$ cat config.mk
export PLATFORM = sky130hd
export DESIGN_NAME = cpu_run_ctrl
export DESIGN_NICKNAME = d
export VERILOG_FILES = /design/src/rtl/cpu_run_ctrl.sv
export SDC_FILE = /design/constraint.sdc
export NUM_CORES = 1
export LEC_CHECK = 0
export CAP_MARGIN = 10
export CORE_MARGIN = 2
export CORE_UTILIZATION = 48
export DETAILED_ROUTE_END_ITERATION = 12
export PLACE_DENSITY_LB_ADDON = 0.25
export SLEW_MARGIN = 5
export SYNTH_ARGS = -nofsm -noshare
export SYNTH_HDL_FRONTEND = slang
export SYNTH_SLANG_ARGS = --single-unit
$ cat constraint.sdc
create_clock -name clk -period 2.3 [get_ports clk]
set_input_delay 0.46 -clock clk [delete_from_list [all_inputs] [get_ports clk]]
set_output_delay 0.46 -clock clk [all_outputs]
set_load 0.02 [all_outputs]
$ cat src/rtl/cpu_run_ctrl.sv
// Run-control sequencer: gates instruction commit (PC load and write strobes),
// handles start/stop/step/HALT, and keeps saturating cycle/instruction counters.
// Optional breakpoint support is compiled in with `define RUN_CTRL_BREAKPOINT_EN.
module cpu_run_ctrl #(
    parameter int PC_W  = 8,
    parameter int CNT_W = 16
) (
    input  logic             clk,
    input  logic             rst_n,
    input  logic             start,
    input  logic             step,
    input  logic             stop,
    input  logic             clear,
    input  logic             halt_op,
    input  logic [PC_W-1:0]  pc,
    input  logic [PC_W-1:0]  bp_addr,
    input  logic             bp_valid,
    output logic             pc_en,
    output logic             wr_en,
    output logic [1:0]       state,
    output logic             bp_hit,
    output logic [CNT_W-1:0] cycle_cnt,
    output logic [CNT_W-1:0] instr_cnt
);

    typedef enum logic [1:0] {
        ST_IDLE = 2'b00,
        ST_RUN  = 2'b01,
        ST_STEP = 2'b10,
        ST_HALT = 2'b11
    } state_t;

    state_t           r_state;
    state_t           w_next;
    logic             w_commit;
    logic             w_bp_stop;
    logic             w_active;
    logic [CNT_W-1:0] r_cycle_cnt;
    logic [CNT_W-1:0] r_instr_cnt;

    function automatic logic [CNT_W-1:0] sat_inc(input logic [CNT_W-1:0] v);
        logic [CNT_W-1:0] res;
        if (v == {CNT_W{1'b1}}) begin
            res = v;
        end else begin
            res = v + {{(CNT_W-1){1'b0}}, 1'b1};
        end
        return res;
    endfunction

`ifdef RUN_CTRL_BREAKPOINT_EN
    logic r_skip_bp;
    logic r_bp_hit;

    assign w_bp_stop = bp_valid & (pc == bp_addr) & ~r_skip_bp;

    // Suppress the breakpoint for the first RUN cycle so a resume commits the breakpoint PC.
    always_ff @(posedge clk or negedge rst_n) begin
        if (!rst_n) begin
            r_skip_bp <= 1'b0;
        end else if ((r_state != ST_RUN) && (w_next == ST_RUN)) begin
            r_skip_bp <= 1'b1;
        end else if (r_state == ST_RUN) begin
            r_skip_bp <= 1'b0;
        end else begin
            r_skip_bp <= r_skip_bp;
        end
    end

    // Sticky breakpoint flag: set when RUN stops on the breakpoint, cleared by start/step/clear.
    always_ff @(posedge clk or negedge rst_n) begin
        if (!rst_n) begin
            r_bp_hit <= 1'b0;
        end else if (clear) begin
            r_bp_hit <= 1'b0;
        end else if ((r_state == ST_RUN) && w_bp_stop && !halt_op && !stop) begin
            r_bp_hit <= 1'b1;
        end else if (start || step) begin
            r_bp_hit <= 1'b0;
        end else begin
            r_bp_hit <= r_bp_hit;
        end
    end

    assign bp_hit = r_bp_hit;
`else
    logic w_unused_bp;

    assign w_bp_stop   = 1'b0;
    assign bp_hit      = 1'b0;
    assign w_unused_bp = ^{bp_addr, bp_valid, pc};
`endif

    // State register.
    always_ff @(posedge clk or negedge rst_n) begin
        if (!rst_n) begin
            r_state <= ST_IDLE;
        end else begin
            r_state <= w_next;
        end
    end

    // Next-state and commit decode; clear outranks everything, HALT outranks stop.
    always_comb begin
        w_next   = r_state;
        w_commit = 1'b0;
        case (r_state)
            ST_IDLE: begin
                if (clear || stop) begin
                    w_next = ST_IDLE;
                end else if (start) begin
                    w_next = ST_RUN;
                end else if (step) begin
                    w_next = ST_STEP;
                end else begin
                    w_next = ST_IDLE;
                end
            end
            ST_RUN: begin
                w_commit = ~halt_op & ~stop & ~w_bp_stop & ~clear;
                if (clear) begin
                    w_next = ST_IDLE;
                end else if (halt_op) begin
                    w_next = ST_HALT;
                end else if (stop || w_bp_stop) begin
                    w_next = ST_IDLE;
                end else begin
                    w_next = ST_RUN;
                end
            end
            ST_STEP: begin
                w_commit = ~halt_op & ~clear;
                if (clear) begin
                    w_next = ST_IDLE;
                end else if (halt_op) begin
                    w_next = ST_HALT;
                end else begin
                    w_next = ST_IDLE;
                end
            end
            ST_HALT: begin
                if (clear) begin
                    w_next = ST_IDLE;
                end else begin
                    w_next = ST_HALT;
                end
            end
            default: begin
                w_next   = ST_IDLE;
                w_commit = 1'b0;
            end
        endcase
    end

    assign w_active = (r_state == ST_RUN) || (r_state == ST_STEP);

    // Saturating counters; they hold outside RUN/STEP and only clear or reset zero them.
    always_ff @(posedge clk or negedge rst_n) begin
        if (!rst_n) begin
            r_cycle_cnt <= {CNT_W{1'b0}};
            r_instr_cnt <= {CNT_W{1'b0}};
        end else if (clear) begin
            r_cycle_cnt <= {CNT_W{1'b0}};
            r_instr_cnt <= {CNT_W{1'b0}};
        end else begin
            if (w_active) begin
                r_cycle_cnt <= sat_inc(r_cycle_cnt);
            end else begin
                r_cycle_cnt <= r_cycle_cnt;
            end
            if (w_commit) begin
                r_instr_cnt <= sat_inc(r_instr_cnt);
            end else begin
                r_instr_cnt <= r_instr_cnt;
            end
        end
    end

    assign pc_en     = w_commit;
    assign wr_en     = w_commit;
    assign state     = r_state;
    assign cycle_cnt = r_cycle_cnt;
    assign instr_cnt = r_instr_cnt;

endmodule

Word-level counts from Yosys, hierarchy flattened
Index checks and enable logic that the tools add are counted.
- logic and storage cells: 42
- input port bits: 24
- output and inout port bits: 37
- register bits: 34
- $add $sub $neg: 2
- multiplexer cells: 17
- bitwise operators: 6
- equality and inequality tests: 7
- reductions and logical operators: 7
- operators by type and width (cell ; number):
    two-way mux 16 bit ; 6
    adder 16 x 1 -> 16 bit, second input constant ; 2
    equality test 16 bit, second input constant ; 2
    two-way mux 2 bit ; 8
    one-hot mux 2 bit (4 select lines) ; 1
    equality test 2 bit, second input constant ; 2
    != test 2 bit, second input constant ; 2
    AND reduction 2 bit ; 2
    nonzero test 2 bit ; 2
    bitwise AND 1 bit ; 3
    NOT 1 bit ; 3
    equality test 2 x 1 -> 1 bit, second input constant ; 1
    logical NOT 2 bit ; 1
    logical OR 1 bit ; 2
    one-hot mux 1 bit (2 select lines) ; 1
    two-way mux 1 bit ; 1

Logic depth before layout (Yosys ltp)
- word-level depth: 6
- mapped depth: 7
- gate-level depth less buffers: 6

Worst setup path before layout
No wires, ideal clock.
- path kind: register to output
- from: register r_state[0], in the netlist state[0]
- to: output wr_en
- path slack: -0.160 ns
- required time: 1.840 ns
- buffers on the path: 2
- stages on the path, launching flop included: 8
- arrival time: 2.000 ns
- cells stage by stage: dfrtp_1 -> inv_1 -> ha_1 -> nor2b_1 -> nand2_1 -> clkbuf_1 -> nor2_1 -> buf_4
- word-level cells in the longest chain between the ends: 2
- elaborated cells on any way between the ends: 3
- classes of those cells: eq/ne: 2; mux: 1
- RTL lines (what ; line ; source):
    from (decl) ; 33 ; state_t r_state;
    from (signal assigned) ; 99 ; r_state <= w_next;
    equality test 2 bit or equality test 2 x 1 -> 1 bit (tied branches) ; 107 ; case (r_state)
    one-hot mux 1 bit (2 select lines) * ; 107 ;
    to (decl) ; 19 ; output logic wr_en,
Mark *: on every way between the ends. The rest lies on a longest branch, timed or not.

Worst setup path after layout
- from: register r_state[0], in the netlist state[0]
- to: register r_instr_cnt[12], in the netlist instr_cnt[12]
- word-level cells in the longest chain between the ends: 4
- elaborated cells on any way between the ends: 5
- classes of those cells: eq/ne: 2; mux: 1; reduce/logical: 2
- RTL lines (what ; line ; source):
    equality test 2 bit or equality test 2 x 1 -> 1 bit (tied branches) ; 107 ;
    one-hot mux 1 bit (2 select lines) * ; 107 ;
    nonzero test 2 bit (no line) * ; - ;
    AND reduction 2 bit (no line) * ; - ;
    to (signal assigned) ; 161 ; r_instr_cnt <= {CNT_W{1'b0}};
    to (signal assigned) ; 164 ; r_instr_cnt <= {CNT_W{1'b0}};
    to (signal assigned) ; 172 ; r_instr_cnt <= sat_inc(r_instr_cnt);
    to (decl) ; 39 ; logic [CNT_W-1:0] r_instr_cnt;
Marked as above.
A chain may end at the register's enable or synchronous reset.

==> results.toml <==
[status]
status = "completed"

[global_route]
met2_usage_pct = 34.5
grt-ovfl-total = 0
busiest_layer = "met2"
first_global_vias = 1833
grt_util_met3_pct = 5.05
grtUsageMet1_pct = 25.1
grt_antenna_before_repair = 0
grt_usage_pct = 20.5
grt_max_degree = 43
grt_pass1_wl_mm = 8.04

[logic_synthesis]
ys_types = 42
synth_edf_count = 0
synth_top_family_by_area = "simple AND/OR/NAND/NOR gates"
ys_seq_area_share_pct = 40.6
ys_async_sr_fraction_pct = 100
syn_nets = 261
synth.area.mux_share_pct = 6.81
syn_area_sq_mm = 0.00209
netlist_instances = 231
synth-simple-area-share_pct = 29.8
yosys.area_share.adder_pct = 3.59
yosys_warnings = 0
syn_area_per_cell_sq_um = 9.06
synth_compound_area_share_pct = 15.2
synthFlopType = "dfrtp_1"
ys_ff_latch = 34
synth_xor_area_share_pct = 0

[floorplan]
pin_count = 61
die_h_um = 70.0
die-area_sq_mm = 0.00490
rows = 24
start_util_pct = 49.1
core_sq_mm = 0.00426
die_w_um = 70.0

[timing]
max_freq_ghz = 0.469
finClkSkew_ns = 0.00661
rsz0062_at_grt = "false"
hold_violations = 0
fin_hold_ws_ns = 0.512
setup_viol = 0
fin_crit_ns = 2.13
drv_slew = 0
post-route-period-util_pct = 92.8

[worst_hold_path]
hold_end = "instr_cnt[15]$_DFFE_PN0P_"
hp-class = "flip-flop to flip-flop"
min_path_cells = 1
hold_start = "instr_cnt[15]$_DFFE_PN0P_"

[clock_tree]
cts_made_buffers = 5
cts_sinks = 34
htreeDepth = 2
cts_setup_buffers = 0
cts_root_buf = "clkbuf_8"
cts_tree = "yes"
cts_buffer_depth = 2
clk_pin_slew_ns = 0.06
clkLatencyLatePin_ns = 0.28
holdBufCountCts = 0

[routing]
drc_errors = 0
drtAntennaViolNets = 0
first_pass_iters = 4
wl_mm = 4.68
vias_per_cell = 5.81
detail_route.wl_per_cell_um = 14.1
vias = 1936
drt_iter0_drc = 116

[place]
dpl_cell_area_sq_mm = 0.00262
place_congestion = 0.821
io_buffers = 42
dp_hpwl_mm = 3.35
dp_cells = 326

[power]
pwr-share-seq_pct = 54.5
p_sw_share_pct = 23.6
internal_power_uw = 853
p_leak_uw = 0.00106
combinationalPowerShare_pct = 9.1
cellPowerDensity_mw_per_mm2 = 416
clkPwrFrac_pct = 36.4
switchingPower_uw = 264
peakVddDrop_v = 0.000309

[setup_path]
worst-path-buf-inv = 2
worstSetupPathType = "flip-flop to flip-flop"
cp_slowest_cell = "or4b_1"
path_cells = "inv_1 -> ha_1 -> nor2b_1 -> buf_4 -> or4b_1 -> o311a_1"
critPathMaxStageDelay_ns = 0.54
cpLargestDelayFamily = "simple AND/OR/NAND/NOR gates"
timing.rr.start = "state[0]$_DFF_PN0_"
crit_arrival_ns = 2.30
r2r_cells = 6
cp_max_fo = 6
rrSetupSlack_ns = 0.17
critPathRequiredTime_ns = 2.47
startpoint_type = "flip-flop"
r2r_end = "instr_cnt[12]$_DFFE_PN0P_"
end_kind = "flip-flop"

[finish]
layout_common_cells = "clkdlybuf4s50_1, dfrtp_1, nand2_1"
fillers = 384
fin_util_pct = 63.0
mostFrequentLayoutCell = "clkdlybuf4s50_1"
diodes = 0
drive_gt1_share_pct = 13.5
multi_input_area_sq_mm = 0.00117
fin_cells = 333
layout.area.seq_sq_um = 851
fin_area_sq_mm = 0.00269
final_nets = 311
area_growth_pct = 28.3

[flow_run]
drv_cap = 0
==> power by group through the flow <==
stage	clock network [uW]	logic (uW)	registers, uW
after floorplan	0	45.4	625
after global placement	0	103	619
after detailed placement	0	104	619
after CTS	425	104	608
after global routing	453	113	609
final	407	102	609
==> per-layer routing <==
layer	vias up	share of wire (%)
li1	961	-
met1	923	47
met2	42	47
met3	10	4.7
met4	0	2.0
met5	-	0
==> flip-flops by register name, summed over array words and instances (netlist names) <==
signal and count:
cycle_cnt 16, instr_cnt 16, state 2
==> metrics by stage <==
stage	setup TNS, ns	setup slack, ns	power, uW
floorplan	0	0.0260	670
global placement	-0.00733	-0.00396	722
detailed placement	-0.0979	-0.0499	723
CTS	0	0.0289	1140
global route	0	0.00743	1170
finish	0	0.166	1120
==> final cells by class <==
cell class              count  share of cell area (%)
inverters                   8                    1.12
well taps                  52                    2.42
repair buffers             53                    18.4
multi-input cells         179                    43.6
flip-flops and latches     34                    31.7
clock buffers               7                    2.84
==> cells by family after synthesis <==
group                      count (synthesis)
AOI/OAI and AO/OA                         48
adders and majority gates                  6
buffers and inverters                     18
DFF                                       34
muxes                                     13
other                                      1
and+or+nand+nor                          111
==> synthesized netlist by cell type (all sizes together) (2+ instances only) <==
master | n | area, sq um
a21oi | 14 | 70.1
a31oi | 2 | 12.5
and3 | 4 | 25.0
and4 | 2 | 17.5
buf | 3 | 22.5
clkbuf | 7 | 26.3
dfrtp | 34 | 851
ha | 6 | 75.1
inv | 8 | 30.0
mux2 | 10 | 113
mux2i | 3 | 30.0
nand2 | 20 | 75.1
nand3 | 15 | 75.1
nand4 | 8 | 62.6
nor2 | 19 | 71.3
nor2b | 12 | 75.1
nor3 | 7 | 35.0
nor4 | 4 | 31.3
nor4b | 2 | 17.5
o21ai | 8 | 40.0
o311a | 2 | 20.0
o311ai | 3 | 26.3
o31ai | 9 | 67.6
o41ai | 4 | 35.0
or2 | 4 | 25.0
or3 | 3 | 23.8
or4 | 7 | 56.3
==> worst max-delay path by stage <==
stage | endpoint | cells past startpoint | start
detailed placement | pc_en | 5 | halt_op
global route | instr_cnt[11]$_DFFE_PN0P_ | 7 | state[0]$_DFF_PN0_
floorplan | wr_en | 7 | state[0]$_DFF_PN0_
CTS | pc_en | 6 | state[0]$_DFF_PN0_
global placement | wr_en | 5 | halt_op
finish | instr_cnt[12]$_DFFE_PN0P_ | 6 | state[0]$_DFF_PN0_
==> timing repair <==
item                       CTS  global route
gates resized for setup      2             4
pin swaps                    0             0
setup endpoints to repair    2             2
Note: power is estimated with default switching activity, not from simulation.
==> patch 1 (same settings) <==
The option `RUN_CTRL_BREAKPOINT_EN` is turned on by a define.
--- a/src/rtl/cpu_run_ctrl.sv
+++ b/src/rtl/cpu_run_ctrl.sv
@@ -1,6 +1,8 @@
 // Run-control sequencer: gates instruction commit (PC load and write strobes),
 // handles start/stop/step/HALT, and keeps saturating cycle/instruction counters.
 // Optional breakpoint support is compiled in with `define RUN_CTRL_BREAKPOINT_EN.
+`define RUN_CTRL_BREAKPOINT_EN
+
 module cpu_run_ctrl #(
     parameter int PC_W  = 8,
     parameter int CNT_W = 16
Check against the original RTL: not equivalent (Yosys sat finds a counterexample within 4 cycles, from zero or initial values and one cycle with rst_n low).
==> patch 1 against the original RTL <==
- total power grew 20%
- worst setup slack lost 0.11 ns
- non-clock buffer count grew 13
- sequential cell count grew 2
- area after synthesis grew 2.2%
- final area grew 8.2%
- clock skew grew 0.0029 ns
- utilization grew 4.2 points
- wire length grew 7.1%
- largest cell class unchanged
==> patch 1: results (changes against the original RTL) <==
<table>
<tr><th>Metric</th><th>Value</th></tr>
<tr><th colspan="2">Status</th></tr>
<tr><td>Run status</td><td>finished, final reports clean</td></tr>
<tr><th colspan="2">Synth</th></tr>
<tr><td>Complex-gate fraction of the synthesized area</td><td>13.7% (-1.5 points)</td></tr>
<tr><td>Top cells by instance count after synthesis</td><td>dfrtp_1 (36), nor2_1 (24), a21oi_1 (13), nand3_1 (13), xor2_1 (13)</td></tr>
<tr><td>Yosys top cell area share</td><td>42.1% (+1.5 points)</td></tr>
<tr><td>Multiplexer fraction of the synthesized cell area</td><td>2.05% (-4.8 points)</td></tr>
<tr><td>Cell types with the largest area share after synthesis</td><td>dfrtp_1 (42%), xor2_1 (5.3%), nor2_1 (4.2%), ha_1 (3.5%), a21oi_1 (3.0%)</td></tr>
<tr><td>Adder-cell share of the synthesized area</td><td>3.51% (-0.078 points)</td></tr>
<tr><td>Area share of xor/xnor cells in the synthesized design</td><td>7.78% (+7.8 points)</td></tr>
<tr><td>Post-synth net total</td><td>260 (-0.38%)</td></tr>
<tr><td>Sequential area share after synthesis</td><td>42.1% (+1.5 points)</td></tr>
<tr><th colspan="2">Placed design</th></tr>
<tr><td>Placed standard-cell area</td><td>2800 sq um (+6.7%)</td></tr>
<tr><td>Half-perimeter wire length of the detailed placement result</td><td>3650 um (+8.8%)</td></tr>
<tr><td>Routability-driven placement congestion ratio</td><td>0.799 (-2.7%)</td></tr>
<tr><td>Number of I/O port buffers</td><td>60 (+43%)</td></tr>
<tr><th colspan="2">STA</th></tr>
<tr><td>Clk_skew</td><td>0.00952 ns (+0.00291 ns)</td></tr>
<tr><th colspan="2">Global routing</th></tr>
<tr><td>Met2 track demand over resource in global routing</td><td>35.2% (+0.71 points)</td></tr>
<tr><td>Met1 routing resource usage after global routing</td><td>25.9% (+0.73 points)</td></tr>
<tr><td>Global-route wire length before repair</td><td>8290 um (+3.2%)</td></tr>
<tr><td>Pin count of the biggest net entering global routing</td><td>37 (-14%)</td></tr>
<tr><td>Number of global-route vias before repair</td><td>1,828 (-0.27%)</td></tr>
<tr><td>Total global-route track usage</td><td>20.3% (-0.24 points)</td></tr>
<tr><th colspan="2">Critical path</th></tr>
<tr><td>CP arrival</td><td>1.79 ns (-0.51 ns)</td></tr>
<tr><td>Biggest fanout along the worst timing path</td><td>2 (-4)</td></tr>
<tr><th colspan="2">Cells and area</th></tr>
<tr><td>Share of final-layout standard cells stronger than drive strength 1</td><td>8.87% (-4.6 points)</td></tr>
<tr><td>Net count of the finished layout</td><td>322 (+3.5%)</td></tr>
<tr><th colspan="2">Detailed routing</th></tr>
<tr><td>Total wire length after detailed routing</td><td>5020 um (+7.1%)</td></tr>
</table>
patch 1: changes by cell type after synthesis, sizes merged, moves of 6 or more:
cell | unedited run | this run
nand2 | 20 | 12
nor2 | 19 | 25
xor2 | 0 | 13
nor2b | 12 | 1
xnor2 | 0 | 6
mux2 | 10 | 3
patch 1: where the power goes:
group	switching [W]	internal [W]	total, W
clock	0.000224	0.000322	0.000546
combinational	0.0000713	0.0000721	0.000143
sequential	0.00000702	0.000641	0.000649
patch 1: final timing paths:
path                                       startpoint                   endpoint  slack [ns]  depth (start not counted)
worst max register to register     state[0]$_DFF_PN0_   instr_cnt[8]$_DFFE_PN0P_        0.15                          7
worst max-delay path                       bp_addr[0]                      wr_en        0.05                          6
max in group asynchronous                       rst_n   cycle_cnt[1]$_DFFE_PN0P_        1.38                          2
worst min-delay path            r_skip_bp$_DFFE_PN0P_      r_skip_bp$_DFFE_PN0P_        0.52                          2
worst min register to register  r_skip_bp$_DFFE_PN0P_      r_skip_bp$_DFFE_PN0P_        0.52                          2
min in group asynchronous                       rst_n  instr_cnt[14]$_DFFE_PN0P_        0.59                          2
patch 1: final cells by class:
class / instances / area (sq um)
repair buffers: 66 / 638
clock buffers: 6 / 72.6
flip-flops and latches: 36 / 901
fillers: 361 / 1420
clock inverters: 2 / 35.0
inverters: 7 / 26.3
well taps: 52 / 65.1
multi-input cells: 176 / 1170
patch 1: cell families (layout without fill, tap and decap cells):
group           after synthesis  after routing
mux                           4              4
simple gates                103            103
xor+xnor                     19             19
fa+ha+maj                     6              6
compound gates               44             44
buf+inv                      18             81
flops                        36             36
patch 1: per-layer routing:
layer	vias up	wire length (um)	share of wire [%]
met5	-	0	0
met4	0	36	0.72
met3	5	215	4.3
met2	49	2530	50
met1	973	2230	45
li1	974	-	-
patch 1: repair_timing:
action                                  in CTS  in global routing
hold buffers                                 0                  0
buffers inserted                             0                  0
pin swaps                                    1                  0
resized for setup                            9                  2
endpoints found under the setup margin       2                  2
patch 1: per-stage QoR:
| step | hold slack, ns | total power (W) | std cells | setup slack, ns |
|---|---|---|---|---|
| global route | 0.553 | 0.00139 | 345 | 0.00198 |
| finish | 0.518 | 0.00134 | 345 | 0.0545 |
| CTS | 0.524 | 0.00135 | 345 | 0.0401 |
| detailed placement | 0.514 | 0.000805 | 337 | -0.410 |
| floorplan | 0.164 | 0.000722 | 230 | 0.0708 |
| global placement | 0.506 | 0.000802 | 337 | -0.343 |
patch 1: critical path, stage by stage:
cell and delay [ns]:
clkdlybuf4s50_1 0.41, xor2_1 0.18, nor4_2 0.27, and4_1 0.26, nor2_2 0.05, buf_2 0.15
==> patch 2 (config.mk and constraints unchanged) <==
Made on the original files. Register the outputs `pc_en` and `wr_en`, cleared by the reset; this adds one clock of latency there. The other outputs are not delayed to match.
--- a/src/rtl/cpu_run_ctrl.sv
+++ b/src/rtl/cpu_run_ctrl.sv
@@ -176,8 +176,15 @@
         end
     end
 
-    assign pc_en     = w_commit;
-    assign wr_en     = w_commit;
+    always_ff @(posedge clk or negedge rst_n) begin
+        if (!rst_n) begin
+            pc_en <= '0;
+            wr_en <= '0;
+        end else begin
+            pc_en <= w_commit;
+            wr_en <= w_commit;
+        end
+    end
     assign state     = r_state;
     assign cycle_cnt = r_cycle_cnt;
     assign instr_cnt = r_instr_cnt;
Behaviour: not the same (a bounded check fails within 4 cycles, from zero or initial values and one cycle with rst_n low).
==> patch 2 against the original RTL <==
- area after synthesis increased by 1.2%
- first-iteration DRC count rose by 28%
- total power increased by 9.5%
- sequential cell count increased by 1
- final area is 1.8% higher
- wire length up 0.45%
- worst setup slack better by 0.031 ns
- critical endpoint is now instr_cnt[10]$_DFFE_PN0P_
- largest cell class unchanged
==> patch 2: results (changes against the original RTL) <==
<table>
<tr><th>Metric</th><th>Value</th></tr>
<tr><th colspan="2">Status</th></tr>
<tr><td>Run status</td><td>finished, final reports clean</td></tr>
<tr><th colspan="2">Pwr</th></tr>
<tr><td>Highest ir drop seen on vdd</td><td>237 uV (-23%)</td></tr>
<tr><td>Leakage</td><td>1.08 nW (+1.7%)</td></tr>
<tr><td>Reported sequential group power</td><td>0.000626 W (+3%)</td></tr>
<tr><td>Power Clock</td><td>0.000496 W (+22%)</td></tr>
<tr><td>Switch Pwr</td><td>0.000287 W (+8.4%)</td></tr>
<tr><th colspan="2">Placed design</th></tr>
<tr><td>Routability-driven placement congestion ratio</td><td>0.846 (+3.1%)</td></tr>
<tr><td>Pre-CTS setup slack</td><td>0.0610 ns (+0.111 ns)</td></tr>
<tr><td>Half-perimeter wire length of the detailed placement result</td><td>3330 um (-0.61%)</td></tr>
<tr><th colspan="2">Critical path</th></tr>
<tr><td>Biggest fanout along the worst timing path</td><td>6 (unchanged)</td></tr>
<tr><td>Worst R2R Setup Slack</td><td>0.20 ns (+0.03 ns)</td></tr>
<tr><td>CP arrival</td><td>2.28 ns (-0.02 ns)</td></tr>
<tr><th colspan="2">Clocking</th></tr>
<tr><td>Clock tree buffer depth</td><td>2 (unchanged)</td></tr>
<tr><td>Post_cts resized</td><td>0 (-2)</td></tr>
<tr><th colspan="2">Global routing</th></tr>
<tr><td>Number of global-route vias before repair</td><td>1,810 (-1.3%)</td></tr>
<tr><td>Total global-route track usage</td><td>20.2% (-0.28 points)</td></tr>
<tr><td>Global-route wire length before repair</td><td>8050 um (+0.17%)</td></tr>
<tr><td>Pin count of the biggest net entering global routing</td><td>44 (+2.3%)</td></tr>
<tr><th colspan="2">Detailed routing</th></tr>
<tr><td>Per-cell routed wire length</td><td>14.1 um (+0.45%)</td></tr>
<tr><td>Drt initial violations</td><td>148 (+28%)</td></tr>
<tr><th colspan="2">Run</th></tr>
<tr><td>Max-cap viol count</td><td>0 (unchanged)</td></tr>
<tr><th colspan="2">Synth</th></tr>
<tr><td>Top cells by instance count after synthesis</td><td>dfrtp_1 (35), nand2_1 (20), nor2_1 (19)</td></tr>
<tr><td>Sequential area share after synthesis</td><td>41.3% (+0.70 points)</td></tr>
<tr><td>Post-synth net total</td><td>262 (+0.38%)</td></tr>
<tr><th colspan="2">Cells and area</th></tr>
<tr><td>Net count of the finished layout</td><td>310 (-0.32%)</td></tr>
<tr><td>Layout filler cell count</td><td>368 (-4.2%)</td></tr>
<tr><td>Share of final-layout standard cells stronger than drive strength 1</td><td>12.5% (-1.1 points)</td></tr>
<tr><th colspan="2">STA</th></tr>
<tr><td>Ratio of final minimum period to clock period</td><td>91.4% (-1.3 points)</td></tr>
</table>
patch 2: kinds of logic (layout without fill, tap and decap cells):
group	Yosys count	in the layout	share of synthesized area (%)
flops	35	35	41.3
buf+inv	18	67	3.72
compound gates	48	48	15.1
simple gates	111	111	29.4
other cells	1	1	0.177
mux	13	13	6.73
fa+ha+maj	6	6	3.54
patch 2: stage by stage:
| step | std cells | area [sq um] | hold slack [ns] |
|---|---|---|---|
| global placement | 325 | 2640 | 0.494 |
| CTS | 333 | 2740 | 0.522 |
| global route | 333 | 2740 | 0.584 |
| floorplan | 232 | 2120 | 0.164 |
| detailed placement | 325 | 2640 | 0.511 |
| finish | 333 | 2740 | 0.518 |
patch 2: per-layer routing:
layer	up-vias	part of all wire [%]	track usage, %
met4	0	1.2	6.84
met5	-	0	0
met2	46	50	34.6
li1	964	-	-
met1	931	44	24.9
met3	5	5.0	4.76
patch 2: area by class of cell:
type / count / area (sq um) / share of cell area (%)
Inverter: 8 / 30.0 / 1.10
Tap cell: 52 / 65.1 / 2.38
Clock buffer: 8 / 100 / 3.66
Sequential cell: 35 / 876 / 32.0
Timing Repair Buffer: 51 / 500 / 18.3
Multi-Input combinational cell: 179 / 1160 / 42.5
patch 2: how the worst max path moves through the flow:
| stage | start | endpoint |
|---|---|---|
| 2_1_floorplan | state[0]$_DFF_PN0_ | instr_cnt[11]$_DFFE_PN0P_ |
| 3_3_place_gp | stop | instr_cnt[10]$_DFFE_PN0P_ |
| 3_5_place_dp | stop | instr_cnt[10]$_DFFE_PN0P_ |
| 4_1_cts | state[0]$_DFF_PN0_ | instr_cnt[10]$_DFFE_PN0P_ |
| 5_1_grt | state[0]$_DFF_PN0_ | instr_cnt[11]$_DFFE_PN0P_ |
| 6_report | state[0]$_DFF_PN0_ | instr_cnt[10]$_DFFE_PN0P_ |
